## config.mk

```make
export PLATFORM = sky130hd
export DESIGN_NAME = mem_port_arbiter
export DESIGN_NICKNAME = d
export VERILOG_FILES = /design/src/rtl/mem_port_arbiter.sv
export SDC_FILE = /design/constraint.sdc
export NUM_CORES = 1
export LEC_CHECK = 0
export BUFFER_PORTS_ARGS = -buffer_cell sky130_fd_sc_hd__buf_2
export CORE_AREA = 5 5 170 172
export DETAILED_ROUTE_END_ITERATION = 16
export DIE_AREA = 0 0 175 177
export SLEW_MARGIN = 10
export SYNTH_ARGS = -nofsm -noshare
export SYNTH_HDL_FRONTEND = slang
export SYNTH_SLANG_ARGS = --single-unit
```

## constraint.sdc

```tcl
create_clock -name clock -period 1.8 [get_ports clock]
set_input_delay 0.18 -clock clock [delete_from_list [all_inputs] [get_ports clock]]
set_output_delay 0.18 -clock clock [all_outputs]
set_load 0.01 [all_outputs]
```

## src/rtl/mem_port_arbiter.sv

```systemverilog
// Arbitrates the single unified memory port between instruction fetch and
// MEM-stage data access, one transaction outstanding, data-first with a fetch starvation bound.
module mem_port_arbiter #(
    parameter int ADDR_W          = 32,
    parameter int DATA_W          = 64,
    parameter int MAX_DATA_STREAK = 4
) (
    input  logic                  clock,
    input  logic                  reset,

    input  logic                  if_req,
    input  logic [ADDR_W-1:0]     if_addr,
    output logic                  if_rvalid,
    output logic [DATA_W-1:0]     if_rdata,
    output logic                  if_stall,

    input  logic                  dm_req,
    input  logic                  dm_we,
    input  logic [ADDR_W-1:0]     dm_addr,
    input  logic [DATA_W-1:0]     dm_wdata,
    input  logic [DATA_W/8-1:0]   dm_wstrb,
    output logic                  dm_done,
    output logic [DATA_W-1:0]     dm_rdata,
    output logic                  dm_stall,

    output logic                  mem_req,
    output logic                  mem_we,
    output logic [ADDR_W-1:0]     mem_addr,
    output logic [DATA_W-1:0]     mem_wdata,
    output logic [DATA_W/8-1:0]   mem_wstrb,
    input  logic                  mem_ready,
    input  logic                  mem_rvalid,
    input  logic [DATA_W-1:0]     mem_rdata,

    output logic                  busy
);

    localparam int STRB_W   = DATA_W / 8;
    localparam int STREAK_W = $clog2(MAX_DATA_STREAK + 1);
    localparam logic [STREAK_W-1:0] STREAK_MAX = STREAK_W'(MAX_DATA_STREAK);

    typedef enum logic [1:0] {IDLE, REQ, WAIT} state_e;
    typedef enum logic {OWN_IF, OWN_DM} owner_e;

    state_e              state_q, state_d;
    owner_e              owner_q, owner_d;
    logic [STREAK_W-1:0] streak_q, streak_d;
    logic [ADDR_W-1:0]   addr_q, addr_d;
    logic                we_q, we_d;
    logic [DATA_W-1:0]   wdata_q, wdata_d;
    logic [STRB_W-1:0]   wstrb_q, wstrb_d;
    logic                grant_dm;

    // Data wins unless fetch is waiting and data already took MAX grants in a row.
    assign grant_dm = dm_req && (!if_req || (streak_q < STREAK_MAX));

    always_comb begin
        // NOTE: every next-state signal gets its hold value first, so no path can infer a latch.
        state_d  = state_q;
        owner_d  = owner_q;
        streak_d = streak_q;
        addr_d   = addr_q;
        we_d     = we_q;
        wdata_d  = wdata_q;
        wstrb_d  = wstrb_q;
        case (state_q)
            IDLE: begin
                if (grant_dm) begin
                    state_d = REQ;
                    owner_d = OWN_DM;
                    addr_d  = dm_addr;
                    we_d    = dm_we;
                    wdata_d = dm_wdata;
                    wstrb_d = dm_wstrb;
                    if (!if_req) begin
                        streak_d = '0;
                    end else if (streak_q != STREAK_MAX) begin
                        streak_d = streak_q + 1'b1;
                    end
                end else if (if_req) begin
                    state_d  = REQ;
                    owner_d  = OWN_IF;
                    addr_d   = if_addr;
                    we_d     = 1'b0;
                    wdata_d  = '0;
                    wstrb_d  = '0;
                    streak_d = '0;
                end
            end
            REQ:     if (mem_ready)  state_d = WAIT;
            WAIT:    if (mem_rvalid) state_d = IDLE;
            default: state_d = IDLE;
        endcase
    end

    // NOTE: state registers use non-blocking assignments so every flop samples pre-edge values.
    always_ff @(posedge clock or negedge reset) begin
        if (!reset) begin
            state_q  <= IDLE;
            owner_q  <= OWN_IF;
            streak_q <= '0;
            addr_q   <= '0;
            we_q     <= 1'b0;
            wdata_q  <= '0;
            wstrb_q  <= '0;
        end else begin
            state_q  <= state_d;
            owner_q  <= owner_d;
            streak_q <= streak_d;
            addr_q   <= addr_d;
            we_q     <= we_d;
            wdata_q  <= wdata_d;
            wstrb_q  <= wstrb_d;
        end
    end

    assign mem_req   = (state_q == REQ);
    assign mem_we    = (state_q == REQ) && we_q;
    assign mem_addr  = addr_q;
    assign mem_wdata = wdata_q;
    assign mem_wstrb = wstrb_q;

    // Responses only count in WAIT; stray or post-reset mem_rvalid is dropped here.
    assign if_rvalid = (state_q == WAIT) && mem_rvalid && (owner_q == OWN_IF);
    assign dm_done   = (state_q == WAIT) && mem_rvalid && (owner_q == OWN_DM);
    assign if_rdata  = if_rvalid ? mem_rdata : '0;
    assign dm_rdata  = dm_done   ? mem_rdata : '0;

    assign if_stall  = if_req && !if_rvalid;
    assign dm_stall  = dm_req && !dm_done;
    assign busy      = (state_q != IDLE);

endmodule

```

Word-level counts from Yosys, hierarchy flattened
Index checks and enable logic that the tools add are counted.
{"block": "totals", "register_bits": 111, "inputBits": 207, "out_inout_bits": 239, "elab_cells": 54}
{"block": "classes", "add_sub_neg": 1, "n_lt_le_gt_ge": 1, "eq_ne": 7, "n_mux": 20, "n_bitwise": 1, "reduce_logical": 17}
{"op": "64-bit two-way mux", "count": 4}
{"op": "32-bit two-way mux", "count": 2}
{"op": "8-bit two-way mux", "count": 2}
{"op": "3-bit two-way mux", "count": 4}
{"op": "2-bit two-way mux", "count": 4}
{"op": "1-bit logical AND", "count": 7}
{"op": "3-bit != test, second input constant", "count": 2}
{"op": "2-bit one-hot mux with 3 select lines", "count": 1}
{"op": "3-bit AND reduction", "count": 2}
{"op": "2-bit nonzero test", "count": 2}
{"op": "3-bit by 1-bit adder with 3-bit output, second input constant", "count": 1}
{"op": "1-bit logical NOT", "count": 3}
{"op": "3-bit less-than comparator, second input constant", "count": 1}
{"op": "1-bit two-way mux", "count": 3}
{"op": "3-bit by 2-bit != test with 1-bit output, second input constant", "count": 1}
{"op": "2-bit by 1-bit == test with 1-bit output, second input constant", "count": 1}
{"op": "2-bit == test, second input constant", "count": 1}
{"op": "2-bit logical NOT", "count": 1}
{"op": "2-bit by 1-bit != test with 1-bit output, second input constant", "count": 1}
{"op": "2-bit != test, second input constant", "count": 1}
{"op": "2-bit AND reduction", "count": 1}
{"op": "1-bit logical OR", "count": 1}
{"op": "1-bit NOT", "count": 1}

Depth between registers and ports, before layout
Gate-level depths: netlist of the first run.
{"block": "logic_depth", "word_depth": 5, "depth_mapped": 6, "depth_no_buf": 3}

Least setup slack after synthesis of the first run
Ideal clock, no wire load.
{"block": "synth_path", "path_type": "register to output", "startpoint": "reg state_q[0]", "endpoint": "out dm_rdata[14]", "arrival_time_ps": 1305, "required_time_ps": 1620, "path_slack_ps": 315, "path_stages_with_launch": 5, "path_buffers": 2, "cell_sequence": "dfrtp_1 > and4b_1 > clkbuf_1 > clkbuf_1 > and2_1"}
{"block": "synth_via", "elab_chain_cells": 4}
{"element": "start, declared", "line": "45", "text": "state_e state_q, state_d;"}
{"element": "start signal, assigned", "line": "107", "text": "state_q <= state_d;"}
{"element": "2-bit == test", "line": "125", "text": "assign dm_done = (state_q == WAIT) && mem_rvalid && (owner_q == OWN_DM);"}
{"element": "1-bit logical AND (2 in a row)", "line": "125"}
{"element": "64-bit two-way mux", "line": "127", "text": "assign dm_rdata = dm_done ? mem_rdata : '0;"}
{"element": "end, declared", "line": "23", "text": "output logic [DATA_W-1:0] dm_rdata,"}
Every way passes these cells.

Worst setup path in the final report of the first run
{"block": "layout_path", "startpoint": "reg state_q[0]", "endpoint": "out dm_rdata[40]"}
The elaborated chain is that of the path after synthesis.

==> results of run 1 <==
state kept, by name, indices dropped and copies added, names as in the netlist:
register,flops
streak_q,3
mem_addr,32
mem_wdata,64
owner_q,1
mem_wstrb,8
state_q,2
we_q,1
cells in the mapped netlist (2+ instances only):
cell      instances
and2_1          129
buf_4             4
buf_1             3
buf_6             3
clkbuf_1         14
inv_1             4
nor2b_1           3
o21ai_0           2
mux2_2           34
ha_1              2
dfrtp_1         111
mux2_4           30
a32o_1            2
buf_2            13
a22o_1           75
per-layer routing:
layer	vias up	wire length (µm)	GRT usage (%)
met4	8	337	3.21
met3	29	2000	5.00
met2	254	10900	21.5
met5	-	48	0
met1	2427	8680	15.3
li1	2413	-	-
per-stage QoR:
stage,instance area (µm²),hold slack [ns]
2_1_floorplan,5440,-0.116
3_3_place_gp,8130,0.319
3_5_place_dp,8130,0.316
4_1_cts,8540,0.00405
5_1_grt,8940,0.0104
6_report,8940,0.0303
worst max-delay path, delay by kind of cell (launching register included):
family	cells	cell delay (ns)
DFF	1	0.39
and+or+nand+nor	2	0.52
buffers and inverters	3	0.41
logic make-up after synthesis:
family                     synth area share, %
AOI/OAI and AO/OA                         13.1
adders and majority gates                0.460
and+or+nand+nor                           16.2
muxes                                     15.3
buffers and inverters                     3.91
DFF                                       51.0
worst paths after layout:
| kind | to | cells past startpoint | startpoint |
|---|---|---|---|
| max | dm_rdata[40] | 5 | state_q[0] |
| min | mem_wdata[54] | 2 | dm_wdata[54] |
| max reg2reg | mem_wdata[56] | 5 | state_q[0] |
| min reg2reg | mem_wstrb[4] | 1 | mem_wstrb[4] |
| max in group asynchronous | mem_wdata[40] | 3 | reset |
| min in group asynchronous | mem_wdata[48] | 3 | reset |
power breakdown:
group | total (µW) | switching (µW) | leakage [µW] | internal (µW)
clock network | 2060 | 1070 | 0.000139 | 982
registers | 4190 | 585 | 0.00139 | 3600
logic | 5430 | 2700 | 0.00341 | 2730
final cells by class:
class                   count  area [µm²]
fillers                  2808       18400
repair buffers            468        2850
flip-flops and latches    111        2780
multi-input cells         287        2570
well taps                 346         433
clock buffers              10         229
clock inverters             6        63.8
inverters                   4        15.0
what timing repair did:
item	in CTS	in global routing
setup buffers	2	0
resized for setup	9	76
hold buffers	1	0
setup endpoints to repair	128	179
gates cloned	2	3
hold endpoints to repair	111	0
pin swaps	0	32
==> results.json, run 1 <==
{
  "hold_viol_final": 0,
  "viasPerCell": 4.16,
  "slowest_stage": "dfrtp_1",
  "placed_cells": 1208,
  "start_kind": "flip-flop",
  "final_cell_mix": "buf_2, dfrtp_1, and2_1, a22o_1, and2_4",
  "antenna_found_initial": 4,
  "grt_max_degree": 112,
  "fin_cells": 1232,
  "yosysUniqueCellTypes": 26,
  "vias": 5131,
  "ys_warn_count": 0,
  "regToRegSetupSlack_ns": 0.14,
  "wirelength_um": 22000,
  "finalSetupTns_ns": -2.52,
  "tightest_slew_ns": 0.612,
  "ys_ff_latch": 111,
  "arrival_ns": 1.68,
  "io_pins": 446,
  "grt_pass1_vias": 5138,
  "start_util_pct": 19.9,
  "clkSinkCount": 111,
  "grt_usage_pct": 12.7,
  "floorplan.core_area_um2": 27300,
  "rows": 61,
  "syn_area_per_cell_um2": 12.4,
  "relSlewSlack_pct": 59.2,
  "place_hpwl_um": 16000,
  "yosysTopAreaCell": "dfrtp_1",
  "die_y_um": 177,
  "max_stage_delay_ns": 0.39,
  "drive_gt1_share_pct": 66.6,
  "cts-root-buf": "clkbuf_16",
  "skew_ns": 0.0130,
  "synth-async-reset-ratio_pct": 100,
  "drc": 0,
  "die_w_um": 175,
  "synth_cells": 440,
  "hp-class": "primary input to flip-flop",
  "powerDensity_nw_per_um2": 1310,
  "fmax_mhz": 537,
  "yosys.area.top_type_share_pct": 51.0,
  "nets": 1090,
  "required_ns": 1.62,
  "synth_edf_count": 0,
  "clock_latency_ns": 0.36,
  "final_common_cell": "buf_2",
  "crit_chain": "and4b_4 > buf_12 > clkbuf_16 > and2_4 > buf_6",
  "wl_per_cell_um": 17.9,
  "cts_max_level": 3,
  "n_antenna_cell": 0,
  "synthFlopType": "dfrtp_1",
  "fin_crit_ns": 1.86,
  "power.leakage_uw": 0.00493,
  "pre_cts_ws_ns": 0.131,
  "violations": "negative setup slack",
  "crit_type": "flip-flop to output pin",
  "status": "complete, but fails checks",
  "fin_util_pct": 32.7,
  "period_share_pct": 103,
  "grt_remaining_overflow": 0,
  "cap_violations": 0,
  "cts.clk_slew.worst_paths_ns": 0.09,
  "grt_first_pass_wirelength_um": 30700,
  "syn_area_um2": 5440,
  "dieArea_um2": 31000,
  "finalSetupViolations": 97,
  "drt_iter0_markers": 167,
  "rsz0062_at_grt": "yes",
  "first_pass_iters": 4,
  "syn-num-nets": 649,
  "ant_nets": 0,
  "total_power_uw": 11700,
  "area_delta_synth_final_pct": 64.2,
  "fin_ws_ns": -0.0613,
  "critPathCaptureType": "output pin",
  "crit_fanout": 8,
  "report.final.slew_viol_count": 0,
  "synthTopCellsByArea": "dfrtp_1, and2_1, a22o_1, mux2_4, mux2_2",
  "ir_drop_mv": 0.665,
  "io_buffers": 445,
  "seq_area_frac_synth_pct": 51.0,
  "tritoncts": "done",
  "clock_path_buffers": 2,
  "finalWeightedCongestion": 0.735,
  "cts_buffers": 9
}
Power figures use the tool's default switching activity.
==> run 2: changes to the inputs <==
--- a/config.mk
+++ b/config.mk
@@ -9,6 +9,7 @@
 export CORE_AREA = 5 5 170 172
 export DETAILED_ROUTE_END_ITERATION = 16
 export DIE_AREA = 0 0 175 177
+export REMOVE_ABC_BUFFERS = 1
 export SLEW_MARGIN = 10
 export SYNTH_ARGS = -nofsm -noshare
 export SYNTH_HDL_FRONTEND = slang
==> results.json, run 2 (synthesis results as in run 1) <==
{
  "io_buffers": 445,
  "placed_cells": 1204,
  "wirelength_um": 23900,
  "area_delta_synth_final_pct": 63.0,
  "final_cell_mix": "buf_2, dfrtp_1, and2_1, a22o_1",
  "die_w_um": 175,
  "power.leakage_uw": 0.00491,
  "vias": 5203,
  "start_util_pct": 19.9,
  "io_pins": 446,
  "place_hpwl_um": 18100,
  "fmax_mhz": 545,
  "grt_remaining_overflow": 0,
  "critPathCaptureType": "output pin",
  "die_y_um": 177,
  "tightest_slew_ns": 0.640,
  "clock_path_buffers": 2,
  "rsz0062_at_grt": "yes",
  "ir_drop_mv": 0.509,
  "fin_crit_ns": 1.84,
  "postPlaceCellArea_um2": 8100,
  "rows": 61,
  "r2r_cells": 6,
  "final_common_cell": "buf_2",
  "hold_depth": 2,
  "relSlewSlack_pct": 57.3,
  "wl_met3_um": 2040,
  "highest_layer": "met5",
  "grt_max_degree": 112,
  "finalWeightedCongestion": 0.831,
  "nets": 1087,
  "nFillCells": 2796,
  "skew_ns": 0.0111,
  "report.final.slew_viol_count": 0,
  "start_kind": "flip-flop",
  "viasPerCell": 4.23,
  "finalSetupTns_ns": -0.871,
  "arrival_ns": 1.66,
  "hold_viol_final": 0,
  "cts_buffers": 9,
  "hold_ws_ns": 0.0376,
  "tritoncts": "done",
  "cts-root-buf": "clkbuf_16",
  "drc": 0,
  "grt_first_pass_wirelength_um": 32700,
  "fin_cells": 1230,
  "violations": "negative setup slack",
  "final_area_um2": 8870,
  "cap_violations": 0,
  "fin_ws_ns": -0.0365,
  "fin_util_pct": 32.5,
  "clkSinkCount": 111,
  "largest_register_ffs": 64,
  "dieArea_um2": 31000,
  "met2WireLength_um": 12200,
  "wl_per_cell_um": 19.4,
  "antenna_found_initial": 2,
  "drt_iter0_markers": 186,
  "grt_pass1_vias": 5310,
  "grt_usage_pct": 13.9,
  "crit_fanout": 8,
  "ant_nets": 0,
  "status": "complete, but fails checks",
  "period_share_pct": 102,
  "hp-class": "primary input to flip-flop",
  "finalSetupViolations": 59,
  "clock_latency_ns": 0.35,
  "drt-met1-wl_um": 9350,
  "cts.clk_slew.worst_paths_ns": 0.08,
  "required_ns": 1.62,
  "drive_gt1_share_pct": 65.5,
  "crit_type": "flip-flop to output pin",
  "first_pass_iters": 4,
  "floorplan.core_area_um2": 27300,
  "cts_max_level": 3,
  "powerDensity_nw_per_um2": 1310
}
==> run 2: changes by cell type in the layout (fill, tap and decap cells not counted), moves of 5 or more <==
cell and change:
and2_1 +10, and2_4 -10, buf_2 +5, buf_4 -5
==> run 2: final timing paths <==
kind / start / endpoint / slack [ns]
max reg2reg: state_q[0] / mem_addr[15] / 0.10
max: state_q[0] / dm_rdata[23] / -0.04
min reg2reg: mem_wdata[27] / mem_wdata[27] / 0.50
max in group asynchronous: reset / mem_wdata[51] / 0.84
min: dm_wdata[25] / mem_wdata[25] / 0.04
min in group asynchronous: reset / mem_addr[6] / 0.46
==> run 2: worst max-delay path, stage by stage (launching register included) <==
cell and delay (ns):
dfrtp_1 0.40, and4b_4 0.37, buf_12 0.14, clkbuf_16 0.16, and2_1 0.11, buf_2 0.12
==> run 2: where the power goes <==
group,switching [µW],internal [µW],leakage [µW]
combinational,2670,2700,0.00338
clock,979,1070,0.000150
sequential,606,3610,0.00139
total,4250,7380,0.00491
==> run 2: area by class of cell <==
| cell class | instances | area (µm²) | share of cell area, % |
|---|---|---|---|
| Timing Repair Buffer | 465 | 2800 | 31.6 |
| Sequential cell | 111 | 2780 | 31.3 |
| Multi-Input combinational cell | 287 | 2540 | 28.7 |
| Tap cell | 346 | 433 | 4.88 |
| Clock buffer | 12 | 267 | 3.00 |
| Clock inverter | 4 | 35.0 | 0.395 |
| Inverter | 4 | 15.0 | 0.169 |
| Antenna cell | 1 | 2.50 | 0.0282 |
==> run 2: per-stage QoR <==
| step | total power, µW | setup WS (ns) |
|---|---|---|
| after floorplan | 6380 | -5.65 |
| after global placement | 9360 | 0.230 |
| after detailed placement | 9440 | 0.209 |
| after CTS | 11700 | -0.0442 |
| after global routing | 12400 | -0.100 |
| final | 11600 | -0.0365 |
==> run 2: what timing repair did <==
action                                 CTS  global route
setup endpoints to repair              127           127
hold buffers                             1             0
pin swaps                                8            24
endpoints found under the hold margin  111             0
cloned                                   2             3
gates resized for setup                  8            60
setup buffers                            2             1
==> run 2: routing by layer <==
metal | vias to the layer above | track usage [%]
met5 | - | 0
met4 | 2 | 2.88
met3 | 14 | 4.72
met2 | 297 | 24.7
met1 | 2492 | 16.4
li1 | 2398 | -
==> run 3: changes to the inputs <==
--- a/config.mk
+++ b/config.mk
@@ -9,6 +9,8 @@
 export CORE_AREA = 5 5 170 172
 export DETAILED_ROUTE_END_ITERATION = 16
 export DIE_AREA = 0 0 175 177
+export GPL_TIMING_DRIVEN = 0
+export MAX_ROUTING_LAYER = met4
 export REMOVE_ABC_BUFFERS = 1
 export SLEW_MARGIN = 10
 export SYNTH_ARGS = -nofsm -noshare
==> constraint.sdc (replaced) <==
create_clock -name clock -period 1.8 [get_ports clock]
set_input_delay 0.18 -clock clock [delete_from_list [all_inputs] [get_ports clock]]
set_output_delay 0.18 -clock clock [all_outputs]
set_load 0.02 [all_outputs]
==> results.json, run 3 (synthesis results as in run 1) <==
{
  "arrival_ns": 1.72,
  "cts.clk_slew.worst_paths_ns": 0.08,
  "fin_crit_ns": 1.90,
  "first_pass_iters": 4,
  "skew_ns": 0.00986,
  "required_ns": 1.62,
  "clkSinkCount": 111,
  "tightest_slew_ns": 0.419,
  "violations": "negative setup slack",
  "postPlaceCellArea_um2": 8080,
  "drt_iter0_markers": 187,
  "crit_chain": "and4bb_4 > buf_12 > and2_1 > buf_6",
  "ant_nets": 0,
  "grt_remaining_overflow": 0,
  "wirelength_um": 25400,
  "cp_top_family": "simple AND/OR/NAND/NOR gates",
  "vias": 5374,
  "cts_max_level": 3,
  "die_w_um": 175,
  "start_util_pct": 19.9,
  "regToRegSetupSlack_ns": 0.04,
  "path_buf_inv": 2,
  "die_y_um": 177,
  "grt_usage_pct": 15.6,
  "drt-met1-wl_um": 10000,
  "cts-root-buf": "clkbuf_16",
  "crit_fanout": 16,
  "dieArea_um2": 31000,
  "hold_viol_final": 0,
  "ir_drop_mv": 0.639,
  "finalSetupViolations": 119,
  "period_share_pct": 106,
  "final_area_um2": 9350,
  "wl_per_cell_um": 20.5,
  "clock_latency_ns": 0.35,
  "power.leakage_uw": 0.00496,
  "status": "complete, but fails checks",
  "area_delta_synth_final_pct": 71.9,
  "nets": 1091,
  "antenna_found_initial": 5,
  "relSlewSlack_pct": 72.1,
  "tritoncts": "done",
  "floorplan.core_area_um2": 27300,
  "drc": 0,
  "grt_first_pass_wirelength_um": 35000,
  "crit_type": "flip-flop to output pin",
  "drive_gt1_share_pct": 67.9,
  "io_pins": 446,
  "pre_cts_ws_ns": -0.377,
  "finalWeightedCongestion": 0.869,
  "max_stage_delay_ns": 0.47,
  "report.final.slew_viol_count": 0,
  "largest_register_ffs": 64,
  "grt_pass1_vias": 5588,
  "fin_ws_ns": -0.101,
  "highest_layer": "met4",
  "cts_buffers": 9,
  "viasPerCell": 4.35,
  "rsz0062_at_grt": "yes",
  "start_kind": "flip-flop",
  "wl_met3_um": 1870,
  "grt_max_degree": 75,
  "io_buffers": 445,
  "rows": 61,
  "cap_violations": 0,
  "nFillCells": 2734,
  "place_hpwl_um": 18400,
  "final_cell_mix": "buf_2, dfrtp_1, buf_6, and2_1, a22o_1",
  "powerDensity_nw_per_um2": 1390,
  "fmax_mhz": 526,
  "met2WireLength_um": 12800,
  "clock_path_buffers": 2,
  "final_common_cell": "buf_2",
  "hp-class": "primary input to flip-flop",
  "slowest_stage": "dfrtp_2",
  "critPathCaptureType": "output pin"
}
run 3: what timing repair did:
action	CTS	global route
pin swaps	4	20
hold endpoints to repair	37	0
setup buffers	5	5
gates cloned	6	1
resized for setup	124	143
hold buffers	1	0
endpoints found under the setup margin	153	212
run 3: area by class of cell:
class,count,area (µm²),area share (%)
antenna,3,7.51,0.0803
clock buffer,11,243,2.59
clock inverter,5,40.0,0.428
inverter,4,15.0,0.161
multi-input combinational,292,2670,28.5
sequential,111,2780,29.7
tap,346,433,4.63
timing repair buffer,464,3170,33.8
run 3: final timing paths:
kind | start | to | depth (start not counted)
min | mem_ready | state_q[0] | 2
min reg2reg | mem_addr[15] | mem_addr[15] | 1
max reg2reg | streak_q[2] | mem_addr[0] | 3
max | state_q[0] | if_rdata[32] | 4
min in group asynchronous | reset | mem_addr[9] | 2
max in group asynchronous | reset | state_q[0] | 3
run 3: stage by stage:
| stage | hold slack (ns) | util [%] | std cells | TNS, ns | power [µW] |
|---|---|---|---|---|---|
| 2_1_floorplan | -0.116 | - | 402 | -614.02 | 7290 |
| 3_3_place_gp | 0.387 | 28.9 | 1193 | -1259.72 | 7270 |
| 3_5_place_dp | 0.114 | 29.6 | 1200 | -17.75 | 10500 |
| 4_1_cts | 0.0159 | 32.5 | 1228 | -19.76 | 12900 |
| 5_1_grt | 0.0198 | 34.2 | 1236 | -14.20 | 13700 |
| 6_report | 0.0370 | 34.2 | 1236 | -6.30 | 13000 |
run 3: layer usage:
layer	global-route usage (%)	vias to the layer above
met5	-	-
met4	5.63	0
met3	3.48	31
met2	26.9	302
met1	17.9	2613
li1	-	2428
run 3: report_power, final:
part / switching, µW / total [µW] / internal, µW
Sequential: 653 / 4260 / 3610
Combinational: 3780 / 6750 / 2970
Clock: 969 / 1970 / 996
